### config.mk
export PLATFORM = sky130hd
export DESIGN_NAME = pifo_access_ctrl
export DESIGN_NICKNAME = d
export VERILOG_FILES = /design/src/rtl/pifo_pkg.sv /design/src/rtl/rr_arbiter.sv /design/src/rtl/pifo_access_ctrl.sv
export SDC_FILE = /design/constraint.sdc
export NUM_CORES = 1
export LEC_CHECK = 0
export ABC_AREA = 1
export CAP_MARGIN = 20
export CORE_ASPECT_RATIO = 0.6
export CORE_UTILIZATION = 41
export DETAILED_ROUTE_END_ITERATION = 12
export PLACE_DENSITY = 0.88
export SLEW_MARGIN = 20
export SYNTH_ARGS = -nofsm -noshare
export SYNTH_HDL_FRONTEND = slang
export SYNTH_SLANG_ARGS = --single-unit
### constraint.sdc
create_clock -name clk -period 2.7 [get_ports clk]
set_input_delay 0.675 -clock clk [delete_from_list [all_inputs] [get_ports clk]]
set_output_delay 0.675 -clock clk [all_outputs]
set_load 0.02 [all_outputs]
### src/rtl/pifo_pkg.sv
// rtl/pifo_pkg.sv - shared types and widths for the PIFO access controller
package pifo_pkg;

    localparam int PIFO_PRIO_W = 8;
    localparam int PIFO_DATA_W = 8;

    typedef enum logic {
        T_ENQ = 1'b0,
        T_DEQ = 1'b1
    } turn_t;

    typedef struct packed {
        logic [PIFO_DATA_W-1:0] data;
        logic [PIFO_PRIO_W-1:0] prio;
    } pifo_entry_t;

    function automatic turn_t other_side(input turn_t t);
        return (t == T_ENQ) ? T_DEQ : T_ENQ;
    endfunction

endpackage

### src/rtl/rr_arbiter.sv
// rtl/rr_arbiter.sv - combinational round-robin grant from a supplied start pointer
module rr_arbiter #(
    parameter int N = 4
) (
    input  logic [N-1:0]         req,
    input  logic [$clog2(N)-1:0] ptr,
    output logic [N-1:0]         gnt,
    output logic [$clog2(N)-1:0] gnt_idx
);

    localparam int IDX_W = $clog2(N);

    int               k;
    logic             found;
    logic [IDX_W-1:0] idx;

    // Scan ports starting at ptr, wrapping modulo N; the first requester wins
    always_comb begin
        gnt     = '0;
        gnt_idx = '0;
        found   = 1'b0;
        k       = 0;
        idx     = '0;
        for (int i = 0; i < N; i++) begin
            k = int'(ptr) + i;
            if (k >= N) begin
                k = k - N;
            end
            idx = IDX_W'(k);
            if (!found && req[idx]) begin
                found    = 1'b1;
                gnt[idx] = 1'b1;
                gnt_idx  = idx;
            end
        end
    end

endmodule

### src/rtl/pifo_access_ctrl.sv
// rtl/pifo_access_ctrl.sv - enqueue arbitration and push/pop turn scheduling in front of pifo_base
module pifo_access_ctrl
    import pifo_pkg::*;
#(
    parameter int NUM_ENQ_PORTS = 4,
    parameter int PRIO_WIDTH    = PIFO_PRIO_W,
    parameter int DATA_WIDTH    = PIFO_DATA_W,
    parameter int BURST_MAX     = 4
) (
    input  logic                             clk,
    input  logic                             reset,
    input  logic                             i__clear_all,
    input  logic [NUM_ENQ_PORTS-1:0]         i__enq_valid,
    input  logic [NUM_ENQ_PORTS*PRIO_WIDTH-1:0] i__enq_prio,
    input  logic [NUM_ENQ_PORTS*DATA_WIDTH-1:0] i__enq_data,
    output logic [NUM_ENQ_PORTS-1:0]         o__enq_ready,
    output logic                             o__deq_valid,
    output logic [PRIO_WIDTH-1:0]            o__deq_prio,
    output logic [DATA_WIDTH-1:0]            o__deq_data,
    input  logic                             i__deq_ready,
    output logic                             o__pifo_in_valid,
    output logic [PRIO_WIDTH-1:0]            o__pifo_in_prio,
    output logic [DATA_WIDTH-1:0]            o__pifo_in_data,
    input  logic                             i__pifo_in_ready,
    input  logic                             i__pifo_out_valid,
    input  logic [PRIO_WIDTH-1:0]            i__pifo_out_prio,
    input  logic [DATA_WIDTH-1:0]            i__pifo_out_data,
    output logic                             o__pifo_out_ready,
    output logic                             o__pifo_clear
);

    localparam int IDX_W = $clog2(NUM_ENQ_PORTS);
    localparam int CNT_W = (BURST_MAX > 1) ? $clog2(BURST_MAX) : 1;
    localparam logic [CNT_W-1:0] BURST_LAST = CNT_W'(BURST_MAX - 1);
    localparam logic [IDX_W-1:0] LAST_PORT  = IDX_W'(NUM_ENQ_PORTS - 1);

    pifo_entry_t        hold;
    logic               hold_valid;
    turn_t              turn, turn_nxt;
    logic [CNT_W-1:0]   burst_cnt, burst_nxt;
    logic [IDX_W-1:0]   rr_ptr;

    logic [NUM_ENQ_PORTS-1:0] arb_gnt;
    logic [IDX_W-1:0]         arb_idx;

    logic enq_pend, deq_block, deq_valid, pop, push, can_accept, accept;
    logic contended, owner_grant, owner_yield;

    rr_arbiter #(.N(NUM_ENQ_PORTS)) u_rr_arbiter (
        .req     (i__enq_valid),
        .ptr     (rr_ptr),
        .gnt     (arb_gnt),
        .gnt_idx (arb_idx)
    );

    // Push/pop exclusion: a pending push blocks the head only while enqueue owns the turn
    always_comb begin
        enq_pend   = hold_valid & i__pifo_in_ready & ~i__clear_all & ~reset;
        deq_block  = enq_pend & (turn == T_ENQ);
        deq_valid  = i__pifo_out_valid & ~deq_block & ~i__clear_all & ~reset;
        pop        = deq_valid & i__deq_ready;
        push       = enq_pend & ~pop;
        can_accept = (~hold_valid | push) & ~i__clear_all & ~reset;
        accept     = can_accept & (|i__enq_valid);
    end

    // Turn FSM next state: bounded bursts under contention, hand over when the owner idles
    always_comb begin
        turn_nxt    = turn;
        burst_nxt   = burst_cnt;
        contended   = enq_pend & i__pifo_out_valid;
        owner_grant = (turn == T_ENQ) ? push : pop;
        owner_yield = (turn == T_ENQ) ? (~enq_pend & pop) : push;
        if (i__clear_all) begin
            turn_nxt  = T_ENQ;
            burst_nxt = '0;
        end else if (contended && owner_grant) begin
            if (burst_cnt == BURST_LAST) begin
                turn_nxt  = other_side(turn);
                burst_nxt = '0;
            end else begin
                burst_nxt = burst_cnt + 1'b1;
            end
        end else if (owner_yield) begin
            turn_nxt  = other_side(turn);
            burst_nxt = '0;
        end
    end

    // State registers: holding entry, round-robin pointer, turn and burst count
    always_ff @(posedge clk) begin
        if (reset) begin
            hold_valid <= 1'b0;
            hold       <= '0;
            turn       <= T_ENQ;
            burst_cnt  <= '0;
            rr_ptr     <= '0;
        end else begin
            turn      <= turn_nxt;
            burst_cnt <= burst_nxt;
            if (i__clear_all) begin
                hold_valid <= 1'b0;
            end else if (accept) begin
                hold_valid <= 1'b1;
                hold.prio  <= i__enq_prio[arb_idx*PRIO_WIDTH +: PRIO_WIDTH];
                hold.data  <= i__enq_data[arb_idx*DATA_WIDTH +: DATA_WIDTH];
                rr_ptr     <= (arb_idx == LAST_PORT) ? '0 : arb_idx + 1'b1;
            end else if (push) begin
                hold_valid <= 1'b0;
            end
        end
    end

    assign o__enq_ready      = arb_gnt & {NUM_ENQ_PORTS{can_accept}};
    assign o__deq_valid      = deq_valid;
    assign o__deq_prio       = reset ? '0 : i__pifo_out_prio;
    assign o__deq_data       = reset ? '0 : i__pifo_out_data;
    assign o__pifo_out_ready = pop;
    assign o__pifo_in_valid  = push;
    assign o__pifo_in_prio   = reset ? '0 : hold.prio;
    assign o__pifo_in_data   = reset ? '0 : hold.data;
    assign o__pifo_clear     = i__clear_all & ~reset;

endmodule

==> key figures <==
Status
  – Status: finished clean

Final layout
  – Area Overhead vs Synth: 66.7%
  – Multi-input gate area: 0.00152 mm²
  – Layout Nets: 717
  – FF/Latch Area: 442 µm²
  – Fill cell count: 466
  – Post-route cell area: 0.00431 mm²
  – Layout cells sized above 1: 17.3%
  – Number of diodes: 0
  – Final Util: 73.9%

Floorplan
  – Core ar.: 0.00583 mm²
  – Die Y: 63.5 µm
  – Die footprint: 0.00664 mm²
  – FP Rows: 21
  – Initial Utilization: 44.3%
  – Die width: 105 µm
  – IO Count: 130

Global routing
  – All-layer global routing usage: 26.9%
  – Initial antenna violation count: 0
  – Largest net degree at the start of global routing: 51
  – First-pass GRT wire length: 14.5 mm
  – Grt ovf: 0
  – Vias in the first global route: 3141

Power and ir drop
  – Power per cell area: 379 mW/mm²
  – Clock share of power: 14.7%
  – Pleak: 0.00234 µW
  – Switching power: 677 µW
  – Max VDD drop: 0.000252 V
  – Sw frac: 41.5%
  – Comb pwr share: 63.5%
  – P_int: 956 µW
  – Flop pwr share: 21.8%

Route
  – Total wire length: 9.01 mm
  – WL/cell: 12.9 µm
  – DR vias: 3393
  – Pre-Repair DR Iteration Count: 4
  – Residual DRC: 0
  – Initial DRC count: 242
  – Post-DRT Antenna Nets: 0
  – Via/cell ratio: 4.86

Clock tree
  – CTS root buf: clkbuf_8
  – Cts bufs inserted: 3
  – CTS tree: done
  – Clock latency on the worst-skew pair: 0.26 ns
  – Clk sinks: 22
  – Longest Clk Path Bufs: 2
  – Worst-path clk slew: 0.08 ns
  – H-tree depth: 1
  – CTS Hold Bufs: 0

Timing
  – WHS: 0.489 ns
  – Clock skew: 0.00228 ns
  – Worst setup margin: 0.0433 ns
  – Final Hold Vio Count: 0
  – Final Max Slew Viols: 0
  – Slew headroom: 69.1%
  – Final setup fails: 0
  – Final period util: 98.4%
  – Setup TNS: 0 ns
  – Final min period: 2.66 ns
  – Setup repair after global routing missed its margin: true
  – Worst-margin pin slew: 0.463 ns
  – Fmax achieved: 0.376 GHz

Synth
  – Prevailing post-synth register cell: dfxtp_1
  – Mapped cell area: 0.00259 mm²
  – Synth top area share: 20.3%
  – Post-synth cell types: 32
  – Seq/Total Area, Yosys: 17.0%
  – Register bit total from synthesis: 22
  – EDFF count, synth: 0
  – Synthesized instance count: 465
  – FFs w/ async S/R, synth: 0%
  – Top cells by area, synth: inv_1, dfxtp_1, nand3_1
  – Yosys synthesis warning count: 0
  – Largest area contributor in the netlist: inv_1
  – Average size of a mapped cell: 5.56 µm²
  – Top cells by count, synth: inv_1, nand3_1, nand2_1
  – Most common cell in the synthesized netlist: inv_1
  – Post-synth net total: 563

Critical path
  – Critical Path Fanout Max: 1
  – Crit path launch: i__pifo_out_data[5]
  – CP Launch Type: input port
  – Worst R2R Start: rr_ptr[1]
  – WS Path Type: input port to output port
  – Required time worst endpoint: 2.03 ns
  – CP Capture Type: output port
  – CP Data Arrival Time: 1.98 ns

Place
  – Area post-placement: 0.00417 mm²
  – Dpl ws: -0.738 ns
  – Post-DP HPWL: 7.08 mm
  – Routability-driven placement congestion ratio: 0.913
  – IO Port Bufs: 129

Flow run
  – Max-cap violations: 0

Hold path
  – Worst Hold Launch: burst_cnt[0]
  – Hold Crit Class: flop to flop
-- metal layers --
layer	share of wire [%]	track usage, %
met5	0	0
met4	2.3	7.32
met3	7.8	5.69
met2	45	44.2
met1	45	35.5
-- worst paths after layout --
check | slack, ns | end | cells after the start
max reg2reg | 0.53 | hold[8] | 15
min | 0.49 | burst_cnt[0] | 1
min reg2reg | 0.49 | burst_cnt[0] | 1
max | 0.04 | o__deq_data[5] | 4
-- metrics by stage --
step                      std cells  total power (µW)
after floorplan                 465               949
after global placement          689              1320
after detailed placement        689              1360
after CTS                       698              1590
after global routing            698              1740
final                           698              1630
-- state kept, by name, indices dropped and copies added, names as in the netlist, named ones only --
register / count
burst_cnt: 2
hold: 16
hold_valid: 1
rr_ptr: 1
turn: 1
-- power groups by stage --
stage / combinational (µW) / clock (µW) / sequential, µW
6_report: 1040 / 240 / 356
5_1_grt: 1120 / 258 / 359
4_1_cts: 1000 / 238 / 356
3_5_place_dp: 992 / 0 / 363
3_3_place_gp: 956 / 0 / 362
2_1_floorplan: 583 / 0 / 366
-- cells by family (layout without fill, tap and decap cells) --
family | count (synthesis) | after routing | synth area share (%)
DFF | 22 | 22 | 17.0
xor gates and xnor gates | 1 | 1 | 0.339
buffers and inverters | 165 | 318 | 26.3
adders and majority gates | 8 | 8 | 3.87
AOI/OAI and AO/OA | 39 | 39 | 8.03
and+or+nand+nor | 230 | 230 | 44.5
-- layout by cell type, fill, tap and decap left out, types with 4 or more instances in the layout --
cell / count
inv_1: 135
clkdlybuf4s50_1: 116
nand3_1: 77
nand2_1: 71
nor2_1: 40
buf_4: 32
a21oi_1: 22
dfxtp_1: 21
nand2_2: 15
nand3_2: 14
inv_2: 7
ha_1: 7
nand2_4: 6
o21ai_1: 6
o21ai_0: 5
buf_6: 5
buf_12: 5
clkbuf_8: 4
dlygate4sd2_1: 4
-- cell type report --
cell class              instances  area share (%)
clock buffers                   4            1.28
multi-input cells             278            35.3
repair buffers                168            37.9
flip-flops and latches         22            10.2
inverters                     146            13.0
well taps                      80            2.32
-- what timing repair did --
item	4_1_cts	5_1_grt
setup buffers	5	0
pin swaps	7	7
endpoints found under the hold margin	0	0
cloned	0	0
gates resized for setup	41	29
setup endpoints to repair	7	5
-- worst max-delay path, stage by stage --
cell and delay (ns):
clkdlybuf4s50_1 0.45, inv_1 0.04, nor2_1 0.14, clkdlybuf4s50_1 0.67
Note: power is estimated with default switching activity, not from simulation.
